### src/rtl/serial_pattern_tx_if.sv
// Handshake/bus bundle for serial_pattern_tx: request side (start/data/repeat_n)
// and transmit side (busy/out/out_valid/done), plus the FSM state for checkers.
interface serial_pattern_tx_if #(
    parameter int WIDTH = 8,
    parameter int CNT_W = 4
) ();
    // Handshake: start is a level request honoured only while the transmitter is
    // idle; data/repeat_n are captured on that same edge. out_valid marks every
    // cycle that out carries a pattern bit, and done pulses once per finished job.
    logic             start;
    logic [WIDTH-1:0] data;
    logic [CNT_W-1:0] repeat_n;
    logic             busy;
    logic             out;
    logic             out_valid;
    logic             done;
    logic [1:0]       state_dbg;

    modport master (
        output start, data, repeat_n,
        input  busy, out, out_valid, done, state_dbg
    );

    modport slave (
        input  start, data, repeat_n,
        output busy, out, out_valid, done, state_dbg
    );
endinterface

### src/rtl/serial_pattern_tx.sv
// Serial bit-pattern transmitter: sends a WIDTH-bit word MSB first, DIV clocks
// per bit, optionally repeating it back to back, with fully registered outputs.
module serial_pattern_tx #(
    parameter int WIDTH = 8,
    parameter int CNT_W = 4,
    parameter int DIV   = 1
) (
    input logic               clk,
    input logic               rst,
    serial_pattern_tx_if.slave tx
);
    localparam int BIT_W = $clog2(WIDTH);
    localparam int DIV_W = (DIV > 1) ? $clog2(DIV) : 1;
    localparam logic [BIT_W-1:0] BIT_LAST = BIT_W'(WIDTH - 1);
    localparam logic [DIV_W-1:0] DIV_LAST = DIV_W'(DIV - 1);

    typedef enum logic [1:0] {
        S_IDLE  = 2'b00,
        S_SHIFT = 2'b01,
        S_DONE  = 2'b10
    } state_t;

    state_t           state;
    logic [WIDTH-1:0] shift_reg;
    logic [WIDTH-1:0] rotated;
    logic [BIT_W-1:0] bit_cnt;
    logic [DIV_W-1:0] div_cnt;
    logic [CNT_W-1:0] rep_cnt;
    logic             out_q;
    logic             valid_q;
    logic             busy_q;
    logic             done_q;

    // Rotating keeps the whole word in place so repeats need no reload.
    assign rotated = {shift_reg[WIDTH-2:0], shift_reg[WIDTH-1]};

    always_ff @(posedge clk) begin
        if (rst) begin
            state     <= S_IDLE;
            shift_reg <= '0;
            bit_cnt   <= '0;
            div_cnt   <= '0;
            rep_cnt   <= '0;
            out_q     <= 1'b0;
            valid_q   <= 1'b0;
            busy_q    <= 1'b0;
            done_q    <= 1'b0;
        end else begin
            case (state)
                S_IDLE: begin
                    done_q <= 1'b0;
                    if (tx.start) begin
                        state     <= S_SHIFT;
                        shift_reg <= tx.data;
                        rep_cnt   <= tx.repeat_n;
                        bit_cnt   <= '0;
                        div_cnt   <= '0;
                        out_q     <= tx.data[WIDTH-1];
                        valid_q   <= 1'b1;
                        busy_q    <= 1'b1;
                    end else begin
                        out_q   <= 1'b0;
                        valid_q <= 1'b0;
                        busy_q  <= 1'b0;
                    end
                end

                S_SHIFT: begin
                    // out is registered, so it is loaded with the bit that the
                    // register will present after this edge's rotation.
                    if (div_cnt == DIV_LAST) begin
                        div_cnt   <= '0;
                        shift_reg <= rotated;
                        if (bit_cnt == BIT_LAST) begin
                            bit_cnt <= '0;
                            if (rep_cnt != '0) begin
                                rep_cnt <= rep_cnt - 1'b1;
                                out_q   <= rotated[WIDTH-1];
                            end else begin
                                state   <= S_DONE;
                                out_q   <= 1'b0;
                                valid_q <= 1'b0;
                                busy_q  <= 1'b0;
                                done_q  <= 1'b1;
                            end
                        end else begin
                            bit_cnt <= bit_cnt + 1'b1;
                            out_q   <= rotated[WIDTH-1];
                        end
                    end else begin
                        div_cnt <= div_cnt + 1'b1;
                    end
                end

                S_DONE: begin
                    state   <= S_IDLE;
                    out_q   <= 1'b0;
                    valid_q <= 1'b0;
                    busy_q  <= 1'b0;
                    done_q  <= 1'b0;
                end

                default: begin
                    // Unused encoding recovers to IDLE with everything quiet.
                    state   <= S_IDLE;
                    out_q   <= 1'b0;
                    valid_q <= 1'b0;
                    busy_q  <= 1'b0;
                    done_q  <= 1'b0;
                end
            endcase
        end
    end

    assign tx.out       = out_q;
    assign tx.out_valid = valid_q;
    assign tx.busy      = busy_q;
    assign tx.done      = done_q;
    assign tx.state_dbg = state;

endmodule

### src/flat_wrapper.sv
// flat-port wrapper written by rule: the top's interface ports become plain ports
module serial_pattern_tx_flat 
#(
    parameter int WIDTH = 8,
    parameter int CNT_W = 4,
    parameter int DIV   = 1
)
  (clk, rst, tx_start, tx_data, tx_repeat_n, tx_busy, tx_out, tx_out_valid, tx_done, tx_state_dbg);
  serial_pattern_tx_if #(.WIDTH(WIDTH), .CNT_W(CNT_W)) tx_i ();
  input logic clk;
  input logic rst;
  input wire logic [$bits(tx_i.start)-1:0] tx_start;
  input wire logic [$bits(tx_i.data)-1:0] tx_data;
  input wire logic [$bits(tx_i.repeat_n)-1:0] tx_repeat_n;
  output wire logic [$bits(tx_i.busy)-1:0] tx_busy;
  output wire logic [$bits(tx_i.out)-1:0] tx_out;
  output wire logic [$bits(tx_i.out_valid)-1:0] tx_out_valid;
  output wire logic [$bits(tx_i.done)-1:0] tx_done;
  output wire logic [$bits(tx_i.state_dbg)-1:0] tx_state_dbg;
  assign tx_i.start = tx_start;
  assign tx_i.data = tx_data;
  assign tx_i.repeat_n = tx_repeat_n;
  assign tx_busy = tx_i.busy;
  assign tx_out = tx_i.out;
  assign tx_out_valid = tx_i.out_valid;
  assign tx_done = tx_i.done;
  assign tx_state_dbg = tx_i.state_dbg;
  serial_pattern_tx #(.WIDTH(WIDTH), .CNT_W(CNT_W), .DIV(DIV)) u_core (.clk(clk), .rst(rst), .tx(tx_i));
endmodule
### config.mk
export PLATFORM = sky130hd
export DESIGN_NAME = serial_pattern_tx_flat
export DESIGN_NICKNAME = d
export VERILOG_FILES = /design/src/rtl/serial_pattern_tx_if.sv /design/src/rtl/serial_pattern_tx.sv /design/src/flat_wrapper.sv
export SDC_FILE = /design/constraint.sdc
export NUM_CORES = 1
export LEC_CHECK = 0
export ABC_AREA = 1
export BUFFER_PORTS_ARGS = -buffer_cell sky130_fd_sc_hd__clkbuf_2
export CAP_MARGIN = 15
export CORE_UTILIZATION = 50
export DETAILED_ROUTE_END_ITERATION = 7
export PLACE_DENSITY = 0.8
export SLEW_MARGIN = 20
export SYNTH_ARGS = -nofsm -noshare
export SYNTH_HDL_FRONTEND = slang
export SYNTH_SLANG_ARGS = --single-unit
export TNS_END_PERCENT = 50
### constraint.sdc
create_clock -name clk -period 1.76 [get_ports clk]
set_input_delay 0.176 -clock clk [delete_from_list [all_inputs] [get_ports clk]]
set_output_delay 0.176 -clock clk [all_outputs]
set_load 0.005 [all_outputs]
; Yosys cells after proc, flatten, opt, wreduce, memory -nomap -nowiden
; Index checks and enable logic that the tools add are counted.
[word_totals]
register_bits = 21
input_bits = 15
wordCells = 61
[classes]
add_sub_neg = 3
n_eq_ne = 7
mux = 30
bitwise_logic = 3
reduce_logical = 10
[ops]
columns = operator, count
row1 = $mux W4, 4
row2 = $mux W8, 2
row3 = $pmux W8 S2, 1
row4 = $mux W1, 10
row5 = $mux W3, 3
row6 = $reduce_and A3 Y1, 3
row7 = $mux W2, 4
row8 = $pmux W4 S2, 1
row9 = $ne A2 B2 Y1 const B, 3
row10 = $pmux W1 S2, 3
row11 = $pmux W3 S2, 1
row12 = $reduce_and A5 Y1, 1
row13 = $ne A2 B1 Y1 const B, 2
row14 = $pmux W2 S2, 1
row15 = $reduce_and A4 Y1, 1
row16 = $reduce_bool A4 Y1, 1
row17 = $sub A4 B1 Y4 const B, 1
row18 = $add A3 B1 Y3 const B, 1
row19 = $eq A3 B3 Y1 const B, 1
row20 = $not A1 Y1, 3
row21 = $eq A2 B1 Y1 const B, 1
row22 = $logic_not A2 Y1, 1
row23 = $reduce_and A2 Y1, 1
row24 = $reduce_bool A2 Y1, 1
row25 = 2 further kinds, 2

; Longest topological paths before layout
; Gate-level depths: netlist of the first run.
[logic_depth]
word_depth = 5
depth_mapped = 8

; Worst setup path after synthesis of the first run
; Ideal clock, no wire load.
[synth_path]
path_kind = register -> register
start = register u_core.bit_cnt[0]
end = register u_core.rep_cnt[1]
setup_ns = 0.116
t_arrival_ns = 1.243
required_ns = 1.644
setup_slack_ns = 0.401
path_stages_with_launch = 8
n_path_buf = 0
cell_sequence = dfxtp_1 ha_1 ha_1 nand3b_1 nand2_4 nor2_4 o21ai_0 nor2_1
[synth_via]
elab_chain_cells = 3
[synth_rtl]
columns = item, line
row1 = start: declaration, serial_pattern_tx.sv:26  ; logic [BIT_W-1:0] bit_cnt;
row2 = start signal: assignment, serial_pattern_tx.sv:87  ; bit_cnt <= bit_cnt + 1'b1;
row3 = $eq A3 B3 Y1, serial_pattern_tx.sv:74  ; if (bit_cnt == BIT_LAST) begin
row4 = $ne A2 B1 Y1 (no source line), -
row5 = $reduce_and A5 Y1 (no source line), -
row6 = end signal: assignment, serial_pattern_tx.sv:55  ; rep_cnt <= tx.repeat_n;
row7 = end signal: assignment, serial_pattern_tx.sv:77  ; rep_cnt <= rep_cnt - 1'b1;
row8 = end: declaration, serial_pattern_tx.sv:28  ; logic [CNT_W-1:0] rep_cnt;
; No other way between the ends.
; A chain may end at the register's enable or synchronous reset.

; Worst setup path after layout of the first run
[layout_path]
start = register u_core.bit_cnt[0]
end = register u_core.rep_cnt[0]
; The elaborated chain is that of the path after synthesis.

==> impl_results.md, run 1 <==
- Via Count: between 900 and 1k
- Setup TNS: 0 ps
- Relative slew slack: 75.85%
- Die ar.: 0.002140 mm²
- Crit path launch type: register
- Drt pass-1 iters: 4
- Final Setup Violations: 0
- Synth area leaders: dfxtp_1 (41%), nand2_1 (13%), o21ai_0 (6.6%), a31oi_1 (5.1%), ha_1 (5.1%)
- Post-CTS sizing: 0
- Filler Cells Inserted: 170
- Placement Cell Area: 0.001069 mm²
- Internal power: 0.7858 mW
- Synthesized area per cell: around 7.5 µm²
- Final worst slack: 267.6 ps
- Final Hold Vio Count: 0
- Core Footprint: around 0.0018 mm²
- Vias in the first global route: ~820
- Sequential Power Share: 47.6%
- Max FO, Critical Path: 4
- Yosys top cell area share: around two fifths
- CTS Buf Count: 3
- GRT Overall Usage: between 20 and 25%
- Main flop type after synthesis: dfxtp_1
- Max-cap viol count: 0
- Net Switching: roughly 0.28 mW
- Mapped Cells: approximately 130
- Antenna violations before repair: 0
- NumNets Final: 170
- Drt wl/cell: 11.56 µm
- Worst-Margin Slew: between 300 and 400 ps
- Io pins: 21
- Crit path kind: reg2reg
- DRC: 0
- CTS tree: yes
- Fmax: ~670 MHz
- Cts hold-fix bufs: 0
- Initial core utilization: a little over half
- Clk network pwr share: approximately a third
- Comb pwr share: between 10% and 20%
- Initial drt markers: 20
- Antenna diode count: 0
- Final Cycle Share: about 85%
- Synth Warn #: 0
- PortBufs: 20
- Die Y: around 46 µm
- Synthesized flop and latch total: 20
- Root Driver: clkbuf_4
- Clock-pin transition on the worst setup and hold timing paths: about 110 ps
- Worst IR Drop VDD: 557.0 µV
- Post-route design area: between 0.001 and 0.0015 mm²
- Status: completed
- Vias/cell: 5.183
- Drt total wl: just over 2000 µm
- Final min period: approximately 1500 ps
- Total setup buffers inserted after CTS: 0
- Max reg flops: 8
- Setup Skew: ~4.1 ps
- FFs w/ async S/R, synth: 0%
- Routability cong.: 0.7990
- Switching fraction of total power: 26.39%
- Area of the mapped netlist: about 1000 µm²
- RSZ-0062 raised after global routing: false
- Clock latency on the worst-skew pair: roughly 300 ps
- DRT antenna net count: 0
- Post-synthesis sequential area ratio: 40.87%
- Share of cells above drive strength 1: between 20 and 25%
- Max Slew Vio Count: 0
- Synth area leader: dfxtp_1
- Total grt overflow: 0
- Worst Path Arrival: about 1700 ps
- Worst Setup End Kind: register
- Placed wire-length estimate: about 1400 µm
- Most frequent cells in the layout: nand2_1 (33), clkbuf_2 (20), dfxtp_1 (20), inv_1 (13), o21ai_0 (13)
- Count of cell types in the netlist: 24
- Die W: 46.27 µm
- Commonest non-fill, non-tap cell in the layout: nand2_1
- H-Tree Depth: 1
- CTS Sinks: 20
- CP required: about 2000 ps
- Layout area overhead: 14.43%
- Post-synth EDFFs: 0
- Power density cells: about 950 mW/mm²
- Leakage: around 0.54 nW
- Row count: 15
- Hold Crit Class: in2reg
- Pre-CTS WS: around 320 ps
- Syn nets: 150
- First-pass GRT wire length: around 3300 µm
- Max Buffers Root-to-Sink: 2
- Pwr Total: about 1.1 mW
- Largest net degree at the start of global routing: 18
cells in the mapped netlist (4+ instances only):
cell type,number
a21oi_1,4
a31oi_1,8
inv_1,13
o21ai_0,13
ha_1,4
nor2_1,12
nand3_1,4
dfxtp_1,20
nand2_1,33
power groups by stage:
stage	Clock, mW	Sequential, mW	Combinational (mW)
floorplan	0	0.513	0.141
finish	0.377	0.508	0.183
CTS	0.379	0.508	0.182
global route	0.400	0.513	0.209
global placement	0	0.517	0.172
detailed placement	0	0.517	0.177
final timing paths:
| path | startpoint | to | slack [ps] | depth (start not counted) |
|---|---|---|---|---|
| worst max-delay path | u_core.bit_cnt[0] | u_core.rep_cnt[0] | 270 | 8 |
| worst max register to register | u_core.bit_cnt[0] | u_core.rep_cnt[0] | 270 | 8 |
| worst min register to register | u_core.tx.done | u_core.tx.done | 460 | 2 |
| worst min-delay path | rst | u_core.rep_cnt[3] | 90 | 2 |
per-layer routing:
metal | vias up | global-route usage, % | routed length [µm]
met3 | 4 | 3.529 | 100
li1 | 465 | - | -
met1 | 405 | 25.65 | 905
met5 | - | 0 | 0
met2 | 33 | 38.31 | 980
met4 | 0 | 11.18 | 37
cell families after synthesis:
kind of cell / after synthesis / share of synthesized area [%]
flip-flops: 20 / 40.87
AO/OA/AOI/OAI: 30 / 17.50
AND/OR/NAND/NOR: 57 / 26.44
adder cells (fa/ha/maj): 4 / 5.109
buffers and inverters: 20 / 10.09
worst max-delay path: stages (launching register included):
cell      delay [ps]
dfxtp_1          340
ha_1             230
ha_1             210
nand3b_1         210
nand2_4          120
nor2_4            50
nand2_1           60
nand2_1           60
a21oi_1          150
cell type report:
class                           count  area, µm²  share of cell area (%)
Tap cell                           25      31.28                   2.790
Clock inverter                      1      30.03                   2.679
Clock buffer                        3      22.52                   2.009
Inverter                           15      56.30                   5.022
Timing Repair Buffer               20      100.1                   8.929
Sequential cell                    20      400.4                   35.71
Multi-Input combinational cell     91      480.5                   42.86
through the flow:
| stage | utilization, % | instances | hold slack, ps |
|---|---|---|---|
| floorplan | - | 131 | 238.4 |
| global placement | 59.93 | 171 | 413.7 |
| detailed placement | 59.93 | 171 | 415.2 |
| CTS | 62.88 | 175 | 87.43 |
| global route | 62.88 | 175 | 93.22 |
| finish | 62.88 | 175 | 88.78 |
Note: power is estimated with default switching activity, not from simulation.
==> run 2: changes to the inputs <==
--- a/config.mk
+++ b/config.mk
@@ -8,9 +8,9 @@
 export ABC_AREA = 1
 export BUFFER_PORTS_ARGS = -buffer_cell sky130_fd_sc_hd__clkbuf_2
 export CAP_MARGIN = 15
-export CORE_UTILIZATION = 50
+export CORE_UTILIZATION = 47
 export DETAILED_ROUTE_END_ITERATION = 7
-export PLACE_DENSITY = 0.8
+export PLACE_DENSITY = 0.79
 export SLEW_MARGIN = 20
 export SYNTH_ARGS = -nofsm -noshare
 export SYNTH_HDL_FRONTEND = slang
==> constraint.sdc (replaced) <==
create_clock -name clk -period 1.2 [get_ports clk]
set_input_delay 0.12 -clock clk [delete_from_list [all_inputs] [get_ports clk]]
set_output_delay 0.12 -clock clk [all_outputs]
set_load 0.005 [all_outputs]
==> impl_results.md, run 2 (same netlist as run 1, synthesis figures left out) <==
- Status: complete, but fails checks
- Violated checks: setup timing
- Worst-Margin Slew: 430.3 ps
- Placed cell count: 183
- Max Buffers Root-to-Sink: 2
- FF-to-FF End: u_core.rep_cnt[2]
- Max-cap viol count: 0
- CTS Sinks: 20
- Sequential Power Share: roughly half
- Setup Skew: 4.844 ps
- Setup TNS: -916.7 ps
- Met3 wire length: ~70 µm
- Initial drt markers: 21
- Net Switching: ~0.46 mW
- Max FO, Critical Path: 4
- Routability cong.: about 0.84
- Placement Cell Area: 0.001186 mm²
- CP dominant cell by count: ha_4
- Commonest non-fill, non-tap cell in the layout: nand2_1
- Met2 wire length: 1277 µm
- Worst IR Drop VDD: between 800 and 900 µV
- Switching fraction of total power: between 20 and 30%
- Final Setup Violations: 9
- Total grt overflow: 0
- Vias/cell: 5.158
- Relative slew slack: between 70 and 80%
- Power density cells: about 1200 mW/mm²
- Reg2reg setup slack: -140 ps
- Pwr Total: roughly 1.5 mW
- Critical path cell sequence: ha_4, ha_4, nand3b_1, nand2_4, nor2_4, o21ai_1, nor2_1
- Max Slew Vio Count: 0
- Row count: 16
- Clk network pwr share: roughly a quarter
- DR top layer: met4
- Via Count: 980
- Placed wire-length estimate: roughly 1700 µm
- Largest net degree at the start of global routing: 15
- Clock latency on the worst-skew pair: ~300 ps
- Final worst slack: -141.0 ps
- Die W: between 40 and 50 µm
- Slowest cell on the critical path: dfxtp_2
- RSZ-0062 raised after global routing: true
- Pre-CTS WS: -113.0 ps
- Drt total wl: 2418 µm
- Share of cells above drive strength 1: 42.33%
- Hold Crit Class: in2reg
- Hold Path Sink: u_core.shift_reg[1]
- Cell depth of the worst hold path: 3
- R2R Path Start: u_core.bit_cnt[1]
- Antenna diode count: 0
- CTS tree: yes
- Path depth of the worst reg2reg path: 7
- Crit path kind: reg2reg
- Filler Cells Inserted: about 190
- Layout area overhead: 34.61%
- Drt wl/cell: approximately 13 µm
- Leakage: between 0.6 and 0.7 nW
- CP required: roughly 1400 ps
- Post-route design area: roughly 0.0013 mm²
- H-Tree Depth: 1
- Initial core utilization: about half
- Worst Path Arrival: ~1600 ps
- Vias in the first global route: around 830
- Die Y: 47.66 µm
- Fmax: approximately 750 MHz
- Final min period: about 1300 ps
- Final Non-Filler Cells: 190
- Die ar.: roughly 0.0023 mm²
- NumNets Final: ~180
- DRC: 0
- Comb pwr share: approximately a quarter
- Worst Setup End Kind: register
- CP top delay family: simple AND/OR/NAND/NOR gates
- Core Footprint: approximately 0.0020 mm²
- M1 WL: ~1000 µm
- CTS Buf Count: 3
- Root Driver: clkbuf_4
- Crit path launch type: register
- Internal power: around 1.1 mW
- GRT Overall Usage: between 20% and 30%
- Most frequent cells in the layout: nand2_1 (29), clkbuf_2 (20), dfxtp_1 (15), nor2_1 (12), buf_4 (11)
- Final Hold Vio Count: 0
- Max reg flops: 8
- Clock-pin transition on the worst setup and hold timing paths: 120 ps
- Antenna violations before repair: 0
- DRT antenna net count: 0
- Drt pass-1 iters: 4
- HP Start: tx_data[1]
- CP max stage delay: around 360 ps
- Io pins: 21
- Final Cycle Share: 111.8%
- First-pass GRT wire length: 3394 µm
- CP Buf/Inv Count: 0
- PortBufs: 20
## run 2: changes by cell type in the layout (fill, tap and decap cells not counted), sizes merged
cell    previous run  this run
buf                0        13
bufinv             1         0
clkbuf            23        24
## run 2: what timing repair did
action | 4_1_cts | 5_1_grt
hold buffers | 0 | 0
setup buffers | 1 | 2
resized for setup | 8 | 16
pin swaps | 3 | 9
setup endpoints to repair | 9 | 19
## run 2: worst max path at each step
stage	startpoint	slack, ps	end	cells after the start
after global routing	u_core.bit_cnt[1]	-170	u_core.rep_cnt[2]	8
after CTS	u_core.bit_cnt[1]	-140	u_core.rep_cnt[1]	7
final	u_core.bit_cnt[1]	-140	u_core.rep_cnt[2]	7
after global placement	u_core.bit_cnt[1]	-60	u_core.rep_cnt[2]	7
after detailed placement	u_core.bit_cnt[1]	-110	u_core.rep_cnt[1]	7
after floorplan	u_core.bit_cnt[0]	-40	u_core.rep_cnt[2]	7
## run 2: layer usage
layer  vias to the layer above  global-route usage (%)
li1                        492                       -
met4                         0                   9.444
met1                       463                   24.89
met2                        21                   39.18
met5                         -                       0
met3                         4                   3.396
## run 2: worst min-delay path, stage by stage
cell	delay, ps
clkbuf_2	80
nand2_1	50
a31oi_1	70
## run 2: power by group through the flow
stage | Combinational (mW) | Clock [mW] | Sequential [mW]
finish | 0.382 | 0.398 | 0.751
global route | 0.427 | 0.430 | 0.756
CTS | 0.348 | 0.409 | 0.747
detailed placement | 0.317 | 0 | 0.761
global placement | 0.300 | 0 | 0.759
floorplan | 0.209 | 0 | 0.756
## run 2: area by class of cell
class                      instances  area [µm²]  share of cell area (%)
multi-input combinational         91       571.8                   43.36
timing repair buffer              33       214.0                   16.22
inverter                          15       56.30                   4.269
sequential                        20       406.6                   30.84
tap                               27       33.78                   2.562
clock buffer                       4       36.28                   2.751
## run 2: stage by stage
step                hold WS (ps)  utilization, %
global placement           364.6           60.46
detailed placement         380.0           60.46
floorplan                  182.4               -
CTS                        46.03           63.71
finish                     49.82           67.22
global route               58.14           67.22
